--- src/rtl/conv_func.sv ---
// conv_func: post-CIM function unit. It reads one output pixel column by column, sums the vertical tiles,
// requantises and clamps each channel, then writes all channels to the next layer in one cycle.
// Optional macro CONV_FUNC_RELU_EN selects ReLU clamping; when undefined, signed saturation is used.
module conv_func #(
  parameter int output_channels      = 4,
  parameter int img_width            = 4,
  parameter int xbar_size            = 256,
  parameter int v_cim_tiles          = 2,
  parameter int h_cim_tiles          = (output_channels + xbar_size - 1) / xbar_size,
  parameter int datatype_size        = 8,
  parameter int output_datatype_size = 8,
  parameter int requant_shift        = 0,
  localparam int ADDR_W = (xbar_size > 1) ? $clog2(xbar_size) : 1,
  localparam int NPIX   = img_width * img_width,
  localparam int CNT_W  = (NPIX > 1) ? $clog2(NPIX) : 1,
  localparam int IN_W   = v_cim_tiles * h_cim_tiles * datatype_size,
  localparam int OUT_W  = output_channels * output_datatype_size
) (
  input  logic                       clk,
  input  logic                       rst,
  input  logic                       i_start,
  input  logic [IN_W-1:0]            i_data,
  output logic [ADDR_W-1:0]          o_cim_rd_addr,
  input  logic                       i_next_busy,
  output logic [output_channels-1:0] o_ibuf_we,
  output logic [OUT_W-1:0]           o_ibuf_wr_data,
  output logic                       o_busy,
  output logic [CNT_W-1:0]           o_pixel_cnt,
  output logic                       o_frame_done
);

  localparam int IDX_W = (output_channels > 1) ? $clog2(output_channels) : 1;
  localparam int H_W   = (h_cim_tiles > 1) ? $clog2(h_cim_tiles) : 1;
  localparam int ACC_W = datatype_size + $clog2(v_cim_tiles) + 1;
  localparam int ODW   = output_datatype_size;
  localparam longint OMAX = (64'sd1 <<< (ODW - 1)) - 64'sd1;
  localparam longint OMIN = -(64'sd1 <<< (ODW - 1));

  typedef enum logic [1:0] {
    S_IDLE  = 2'd0,
    S_READ  = 2'd1,
    S_DRAIN = 2'd2,
    S_WRITE = 2'd3
  } state_t;

  state_t                    state_q;
  logic [IDX_W-1:0]          k_q;
  logic [IDX_W-1:0]          cap_idx_q;
  logic [ADDR_W-1:0]         addr_q;
  logic [H_W-1:0]            h_q;
  logic [H_W-1:0]            cap_h_q;
  logic                      cap_vld_q;
  logic                      busy_q;
  logic                      we_q;
  logic                      done_q;
  logic [CNT_W-1:0]          cnt_q;
  logic [OUT_W-1:0]          wr_data_q;
  logic [ODW-1:0]            cap_q [output_channels];
  logic [ODW-1:0]            cap_d [output_channels];
  logic [OUT_W-1:0]          cap_flat_s;

  logic [datatype_size-1:0]  elem_s;
  logic signed [ACC_W-1:0]   sum_s;
  logic signed [ACC_W-1:0]   sh_s;
  longint                    sh_l;
  longint                    res_l;
  logic [ODW-1:0]            proc_s;
  logic                      issue_s;
  logic                      last_ch_s;

  // Channel arithmetic for the column read one cycle earlier: tile sum, requant shift, clamp.
  always_comb begin
    elem_s = '0;
    sum_s  = '0;
    for (int v = 0; v < v_cim_tiles; v++) begin
      elem_s = i_data[(v * h_cim_tiles + int'(cap_h_q)) * datatype_size +: datatype_size];
      sum_s  = sum_s + {{(ACC_W - datatype_size){elem_s[datatype_size-1]}}, elem_s};
    end
    sh_s = sum_s >>> requant_shift;
    sh_l = {{(64 - ACC_W){sh_s[ACC_W-1]}}, sh_s};
`ifdef CONV_FUNC_RELU_EN
    if (sh_l < 64'sd0) begin
      res_l = 64'sd0;
    end else if (sh_l > OMAX) begin
      res_l = OMAX;
    end else begin
      res_l = sh_l;
    end
`else
    if (sh_l < OMIN) begin
      res_l = OMIN;
    end else if (sh_l > OMAX) begin
      res_l = OMAX;
    end else begin
      res_l = sh_l;
    end
`endif
    proc_s = res_l[ODW-1:0];
  end

  // Capture-register next state; the flattened view already contains the channel landing this cycle.
  always_comb begin
    cap_flat_s = '0;
    for (int k = 0; k < output_channels; k++) begin
      cap_d[k] = (cap_vld_q && (cap_idx_q == IDX_W'(k))) ? proc_s : cap_q[k];
      cap_flat_s[k * ODW +: ODW] = cap_d[k];
    end
  end

  // A write is issued from DRAIN or a stalled WRITE once the next layer is free.
  always_comb begin
    issue_s   = ((state_q == S_DRAIN) || ((state_q == S_WRITE) && !we_q)) && !i_next_busy;
    last_ch_s = (k_q == IDX_W'(output_channels - 1));
  end

  // Control FSM, address generation, capture registers, write outputs and pixel counter.
  always_ff @(posedge clk or negedge rst) begin
    if (!rst) begin
      state_q   <= S_IDLE;
      k_q       <= '0;
      cap_idx_q <= '0;
      addr_q    <= '0;
      h_q       <= '0;
      cap_h_q   <= '0;
      cap_vld_q <= 1'b0;
      busy_q    <= 1'b0;
      we_q      <= 1'b0;
      done_q    <= 1'b0;
      cnt_q     <= '0;
      wr_data_q <= '0;
      for (int k = 0; k < output_channels; k++) begin
        cap_q[k] <= '0;
      end
    end else begin
      for (int k = 0; k < output_channels; k++) begin
        cap_q[k] <= cap_d[k];
      end

      if (issue_s) begin
        we_q      <= 1'b1;
        wr_data_q <= cap_flat_s;
        done_q    <= (cnt_q == CNT_W'(NPIX - 1));
        cnt_q     <= (cnt_q == CNT_W'(NPIX - 1)) ? '0 : cnt_q + CNT_W'(1);
      end else begin
        we_q   <= 1'b0;
        done_q <= 1'b0;
      end

      case (state_q)
        S_IDLE: begin
          cap_vld_q <= 1'b0;
          if (i_start) begin
            state_q <= S_READ;
            busy_q  <= 1'b1;
            k_q     <= '0;
            addr_q  <= '0;
            h_q     <= '0;
          end else begin
            state_q <= S_IDLE;
          end
        end
        S_READ: begin
          cap_vld_q <= 1'b1;
          cap_idx_q <= k_q;
          cap_h_q   <= h_q;
          if (last_ch_s) begin
            state_q <= S_DRAIN;
          end else begin
            k_q <= k_q + IDX_W'(1);
            // Column address wraps per horizontal tile; the tile index advances with it.
            if (addr_q == ADDR_W'(xbar_size - 1)) begin
              addr_q <= '0;
              h_q    <= h_q + H_W'(1);
            end else begin
              addr_q <= addr_q + ADDR_W'(1);
            end
          end
        end
        S_DRAIN: begin
          cap_vld_q <= 1'b0;
          state_q   <= S_WRITE;
        end
        S_WRITE: begin
          cap_vld_q <= 1'b0;
          if (we_q) begin
            state_q <= S_IDLE;
            busy_q  <= 1'b0;
          end else begin
            state_q <= S_WRITE;
          end
        end
        default: begin
          state_q   <= S_IDLE;
          busy_q    <= 1'b0;
          cap_vld_q <= 1'b0;
        end
      endcase
    end
  end

  assign o_cim_rd_addr  = addr_q;
  assign o_ibuf_we      = {output_channels{we_q}};
  assign o_ibuf_wr_data = wr_data_q;
  assign o_busy         = busy_q;
  assign o_pixel_cnt    = cnt_q;
  assign o_frame_done   = done_q;

endmodule

--- config.mk ---
export PLATFORM = sky130hd
export DESIGN_NAME = conv_func
export DESIGN_NICKNAME = d
export VERILOG_FILES = /design/src/rtl/conv_func.sv
export SDC_FILE = /design/constraint.sdc
export NUM_CORES = 1
export LEC_CHECK = 0
export CORE_UTILIZATION = 65
export CTS_CLUSTER_SIZE = 40
export DETAILED_ROUTE_END_ITERATION = 8
export DONT_BUFFER_PORTS = 1
export PLACE_DENSITY = 0.89
export SLEW_MARGIN = 5
export SYNTH_ARGS = -nofsm -noshare
export SYNTH_HDL_FRONTEND = slang
export SYNTH_SLANG_ARGS = --single-unit
export TNS_END_PERCENT = 30
--- constraint.sdc ---
create_clock -name clk -period 5.3 [get_ports clk]
set_input_delay 1.06 -clock clk [delete_from_list [all_inputs] [get_ports clk]]
set_output_delay 1.06 -clock clk [all_outputs]
set_load 0.02 [all_outputs]
==> metrics.txt, run 1 <==
commonest register cell after synthesis dfrtp_1; starting density of the core 0.673; most frequent cells in the layout 88 x dfrtp_1, 77 x nand2_1, 29 x o21ai_0; Die W 82.8 um; Antenna Nets Post-Route 0; part of the power in registers 0.452; placed cell count 464; Max clock buf depth 2; final hold viol count 0; Post-DP HPWL 5650 um; final setup vio count 0; max incr delay on CP 780 ps; layout cell share with drive strength beyond 1 0.134; largest net degree at the start of global routing 89; Max Cap Violations 0; sequential share of the synthesized area 0.518; achievable clock frequency 280 MHz; Tcrit/Tclk final 0.673; post-CTS sizing 0; crit-path leading delay family compound AO/OA/AOI/OAI gates; port bufs 0; vias in the first global route 2862; global route overflow 0; P_sw 1.37 mW; Die Y 82.8 um; P&R area growth vs syn 4.59%; Synth area leader dfrtp_1; Post-Synthesis Cell Area 4250 sq um; #FFs+latches synth 88; GRT Total Usage 0.256; Post-Route WL 8170 um; Synth Warn # 0; Num CTS Buffers 9; CP cell instances mux2_2 -> ha_1 -> inv_1 -> fa_1 -> nand2b_2 -> a21oi_1 -> a2111oi_2 -> o21ai_2 -> a31oi_4 -> o21ai_1; crit path max fanout 17; Setup Crit Path Kind reg2reg; clock latency on the worst-skew pair 350 ps; detailed-route via count 2984; Worst Skew 10.2 ps; n_diodes 0; clock sinks 88; Worst EP required 5510 ps; DR iter-0 viols 196; status completed; DRC viols 0; # IOs 70; clock slew at reported path FFs 80 ps; Root Buffer clkbuf_8; CP Buf/Inv Count 1; Vias/cell 6.22; top cells by area, synth dfrtp_1 52%, nand2_1 6.8%, mux2_2 4.0%; Post-synth EDFFs 0; RSZ-0062 raised after global routing no; # Post-CTS Setup Buffers 0; slew at the pin closest to its max-slew limit 1090 ps; WL per Instance 17.0 um; CP arrival 3770 ps; initial antenna violation count 0; Slowest-stage cell, CP a2111oi_2; worst vdd rail ir drop 347 uV; Hold Crit Class in2async; CTS tree built; crit path time final 3570 ps; 1st-pass router iterations 4; syn_nets 439; H-tree depth 3; power consumption 3.01 mW; Yosys cell types 56; type of element capturing the critical path register; asr flop ratio synth 1.00; Comb power frac 0.392; die area 6860 sq um; GPL Wtd Cong 0.866; non-filler cells, final 480; total negative setup slack 0 ps; filler cell count 456; Final nets 430; hold buffers post-CTS 0; Internal Pwr Total 1.64 mW; Rows 29; first-pass GRT wire length 14000 um; Clk pwr share 0.155; Synth top area share 0.518; leak pwr 1.99 nW; CORE AREA 6310 sq um; Net Sw Frac 0.454; worst relative slew slack 0.269; Max Slew Vio Count 0; critical path launch point type register; Cells after Synth 407; commonest non-fill, non-tap cell in the layout dfrtp_1; PwrDens 678 nW/um^2; Avg Inst Size Synth 10.4 sq um
==> sequential cells by signal, summed over array words and instances (netlist names) <==
signal          cells
o_busy              1
cap_idx_q           2
cap_vld_q           1
o_cim_rd_addr       8
k_q                 2
cap_h_q             1
h_q                 1
we_q                1
o_ibuf_wr_data     32
state_q             2
o_pixel_cnt         4
cap_q              32
o_frame_done        1
==> synth_stat cells (3+ instances only) <==
| library cell | count |
|---|---|
| nand3_1 | 4 |
| nand2_1 | 77 |
| xnor2_1 | 8 |
| clkbuf_1 | 13 |
| dfrtp_1 | 88 |
| o21ai_0 | 29 |
| buf_4 | 4 |
| nor2b_1 | 8 |
| nand2b_1 | 3 |
| xor2_1 | 3 |
| nand3b_1 | 6 |
| a21oi_1 | 17 |
| o31ai_1 | 12 |
| o221ai_2 | 4 |
| a21o_1 | 3 |
| mux2_2 | 15 |
| or3_1 | 3 |
| o21ai_1 | 7 |
| ha_1 | 11 |
| nor2_1 | 24 |
| nand4_1 | 3 |
| inv_1 | 9 |
| nor3_1 | 3 |
| o221ai_1 | 12 |
==> logic make-up (layout without fill, tap and decap cells) <==
group,count (synthesis),after routing,share of synthesized area
buf+inv,29,25,0.0312
flops,88,88,0.518
fa+ha+maj,13,13,0.0395
mux,17,17,0.0445
simple gates,141,141,0.155
xor+xnor,11,11,0.0227
compound gates,108,108,0.189
==> final timing paths <==
| kind | slack [ps] | cells past startpoint | end | from |
|---|---|---|---|---|
| worst max-delay path | 1730 | 10 | cap_q[18] | cap_h_q |
| worst min-delay path | 390 | 0 | cap_q[22] | rst |
| max in group asynchronous | 4780 | 0 | k_q[0] | rst |
| min in group clk | 470 | 1 | h_q | h_q |
| worst max register to register | 1730 | 10 | cap_q[18] | cap_h_q |
| worst min register to register | 470 | 1 | h_q | h_q |
==> power by group through the flow <==
| stage | Combinational [mW] | Sequential (mW) | Clock [mW] |
|---|---|---|---|
| 2_1_floorplan | 1.01 | 1.29 | 0 |
| 3_3_place_gp | 1.11 | 1.36 | 0 |
| 3_5_place_dp | 1.18 | 1.38 | 0 |
| 4_1_cts | 1.18 | 1.36 | 0.476 |
| 5_1_grt | 1.31 | 1.40 | 0.501 |
| 6_report | 1.18 | 1.36 | 0.468 |
==> area by class of cell <==
class                      count  area (sq um)  area share
clock buffer                  12           145      0.0327
clock inverter                 4          52.6      0.0118
inverter                       9          33.8     0.00760
multi-input combinational    290          1910       0.431
sequential                    88          2200       0.496
tap                           77          96.3      0.0217
==> worst reg2reg max path: stages, from the launching register on <==
cell	delay [ps]
dfrtp_1	690
mux2_2	400
ha_1	210
inv_1	70
fa_1	180
nand2b_2	170
a21oi_1	110
a2111oi_2	780
o21ai_2	300
a31oi_4	390
o21ai_1	140
==> metrics by stage <==
stage                     hold slack (ps)  setup WS, ps  area (sq um)  utilization
after floorplan                       432          1800          4250            -
after global placement                453          1650          4250        0.672
after detailed placement              462          1490          4250        0.672
after CTS                             376          1740          4440        0.704
after global routing                  373          1390          4440        0.704
final                                 392          1730          4440        0.704
==> metal layers <==
metal	track usage	wire length, um	share of wire	vias to the layer above
met5	0	0	0	-
met4	0.0846	102	0.012	0
met3	0.0636	469	0.057	9
met2	0.401	3960	0.48	83
met1	0.352	3640	0.45	1461
li1	-	-	-	1431
Note: power is estimated with default switching activity, not from simulation.
==> run 2: changes to the inputs <==
--- a/config.mk
+++ b/config.mk
@@ -5,11 +5,11 @@
 export SDC_FILE = /design/constraint.sdc
 export NUM_CORES = 1
 export LEC_CHECK = 0
-export CORE_UTILIZATION = 65
+export CORE_UTILIZATION = 57
 export CTS_CLUSTER_SIZE = 40
 export DETAILED_ROUTE_END_ITERATION = 8
 export DONT_BUFFER_PORTS = 1
-export PLACE_DENSITY = 0.89
+export PLACE_DENSITY = 0.83
 export SLEW_MARGIN = 5
 export SYNTH_ARGS = -nofsm -noshare
 export SYNTH_HDL_FRONTEND = slang
==> constraint.sdc (replaced) <==
create_clock -name clk -period 3.2 [get_ports clk]
set_input_delay 0.64 -clock clk [delete_from_list [all_inputs] [get_ports clk]]
set_output_delay 0.64 -clock clk [all_outputs]
set_load 0.02 [all_outputs]
==> metrics.txt, run 2 (synthesis gave the netlist of run 1 again) <==
Max Slew Vio Count 0 (unchanged); leak pwr 2.06 nW (+3.7%); non-filler cells, final 513 (+6.9%); worst vdd rail ir drop 477 uV (+37%); power consumption 5.22 mW (+73%); H-tree depth 3 (unchanged); CP arrival 3320 ps (-450 ps); # IOs 70 (unchanged); largest net degree at the start of global routing 89 (unchanged); Worst Skew 8.30 ps (-1.86 ps); placed cell count 496 (+6.9%); Max Cap Violations 0 (unchanged); clock slew at reported path FFs 90 ps (about the same); vias in the first global route 2799 (-2.2%); Final nets 441 (+2.6%); crit path max fanout 13 (-4); GPL Wtd Cong 0.874 (+0.94%); Post-DP HPWL 5880 um (+4.0%); n_diodes 0 (unchanged); max incr delay on CP 490 ps (-290 ps); Vias/cell 5.87 (-5.5%); GRT Total Usage 0.233 (-0.0229); R2R Path End cap_q[30]; CP Buf/Inv Count 1 (unchanged); clock latency on the worst-skew pair 360 ps (about the same); reg2reg start cap_h_q; critical path launch point type register; slew at the pin closest to its max-slew limit 1070 ps (-13.4 ps); Root Buffer clkbuf_8; r2r setup slk 150 ps (-1580 ps); clock sinks 88 (unchanged); DRC viols 0 (unchanged); Hold Crit Class in2async; Rows 31 (+6.9%); CORE AREA 7210 sq um (+14%); grt met2 use 0.366 (-0.0345); type of element capturing the critical path register; total negative setup slack 0 ps (unchanged); global routing usage on met1 0.311 (-0.0408); filler cell count 596 (+31%); port bufs 0 (unchanged); Num CTS Buffers 9 (unchanged); global route overflow 0 (unchanged); starting density of the core 0.589 (-0.0840); DR iter-0 viols 176 (-10%); most frequent cells in the layout 87 x dfrtp_1, 77 x nand2_1, 29 x o21ai_0; worst relative slew slack 0.278 (+0.00906); detailed-route via count 3013 (+0.97%); Max clock buf depth 2 (unchanged); initial antenna violation count 0 (unchanged); Slowest-stage cell, CP maj3_1; FF/Latch Area 2200 sq um (about the same); commonest non-fill, non-tap cell in the layout dfrtp_1; WL per Instance 16.9 um (-0.43%); Setup Crit Path Kind reg2reg; Die W 88.3 um (+6.6%); crit path time final 3050 ps (-522 ps); R2R depth 8 (-2); achievable clock frequency 328 MHz (+17%); met3 usage in global routing 0.0625 (-0.00112); status completed; 1st-pass router iterations 5 (+1); layout cell share with drive strength beyond 1 0.169 (+0.0351); PwrDens 1120 nW/um^2 (+65%); Worst EP required 3470 ps (-2040 ps); final hold viol count 0 (unchanged); gr busiest metal met2; Post-Route WL 8690 um (+6.4%); first-pass GRT wire length 13800 um (-1.6%); final setup vio count 0 (unchanged); Placed Instance Area 4370 sq um (+2.8%); area of the multi-input gates 1970 sq um (+2.7%); post-route cell area 4660 sq um (+4.8%); crit-path leading delay family adder cells; P&R area growth vs syn 9.60%; Antenna Nets Post-Route 0 (unchanged); CTS tree built; CP cell instances buf_12 -> mux2_2 -> ha_1 -> o211a_1 -> and3b_2 -> or4_4 -> maj3_1 -> o21ai_0; Tcrit/Tclk final 0.952 (+0.279); Die Y 88.3 um (+6.6%); die area 7800 sq um (+14%)
-- run 2: changes by cell type in the layout (fill, tap and decap cells not counted), sizes merged --
| cell | before | now |
|---|---|---|
| buf | 0 | 11 |
| inv | 10 | 11 |
| clkinv | 2 | 0 |
| clkbuf | 12 | 11 |
| clkinvlp | 0 | 2 |
-- run 2: power breakdown --
part / leakage [nW] / switching [mW] / internal (mW)
sequential: 1.09 / 0.617 / 1.61
clock: 0.103 / 0.410 / 0.409
combinational: 0.876 / 1.34 / 0.831
-- run 2: how the worst max path moves through the flow --
| stage | depth (start not counted) | start | slack (ps) | endpoint |
|---|---|---|---|---|
| floorplan | 11 | cap_h_q | 50 | o_ibuf_wr_data[29] |
| global placement | 12 | i_data[8] | 150 | o_ibuf_wr_data[18] |
| detailed placement | 11 | i_data[8] | 40 | o_ibuf_wr_data[0] |
| CTS | 10 | cap_h_q | 40 | o_ibuf_wr_data[0] |
| global route | 11 | cap_h_q | -20 | cap_q[14] |
| finish | 8 | cap_h_q | 150 | cap_q[30] |
-- run 2: what timing repair did --
action,in CTS,in global routing
endpoints found under the setup margin,0,41
gates resized for setup,0,6
setup buffers,0,0
hold buffers,1,0
hold endpoints to repair,88,0
-- run 2: cell type report --
cell class                      count  share of cell area
Multi-Input combinational cell    290               0.422
Inverter                            9             0.00726
Clock inverter                      5              0.0134
Sequential cell                    88               0.473
Timing Repair Buffer               11              0.0247
Tap cell                           99              0.0266
Clock buffer                       11              0.0325
-- run 2: per-stage QoR --
step            util  worst slack (ps)  hold WS (ps)
6_report       0.645               154           188
5_1_grt        0.645             -19.2           200
4_1_cts        0.639              39.0           195
3_5_place_dp   0.605              40.3           346
3_3_place_gp   0.605               146           347
2_1_floorplan      -              51.8           344
-- run 2: per-layer routing --
metal | up-vias | wire length [um]
met5 | - | 0
met4 | 0 | 103
met3 | 9 | 489
met2 | 81 | 4190
met1 | 1474 | 3910
li1 | 1449 | -
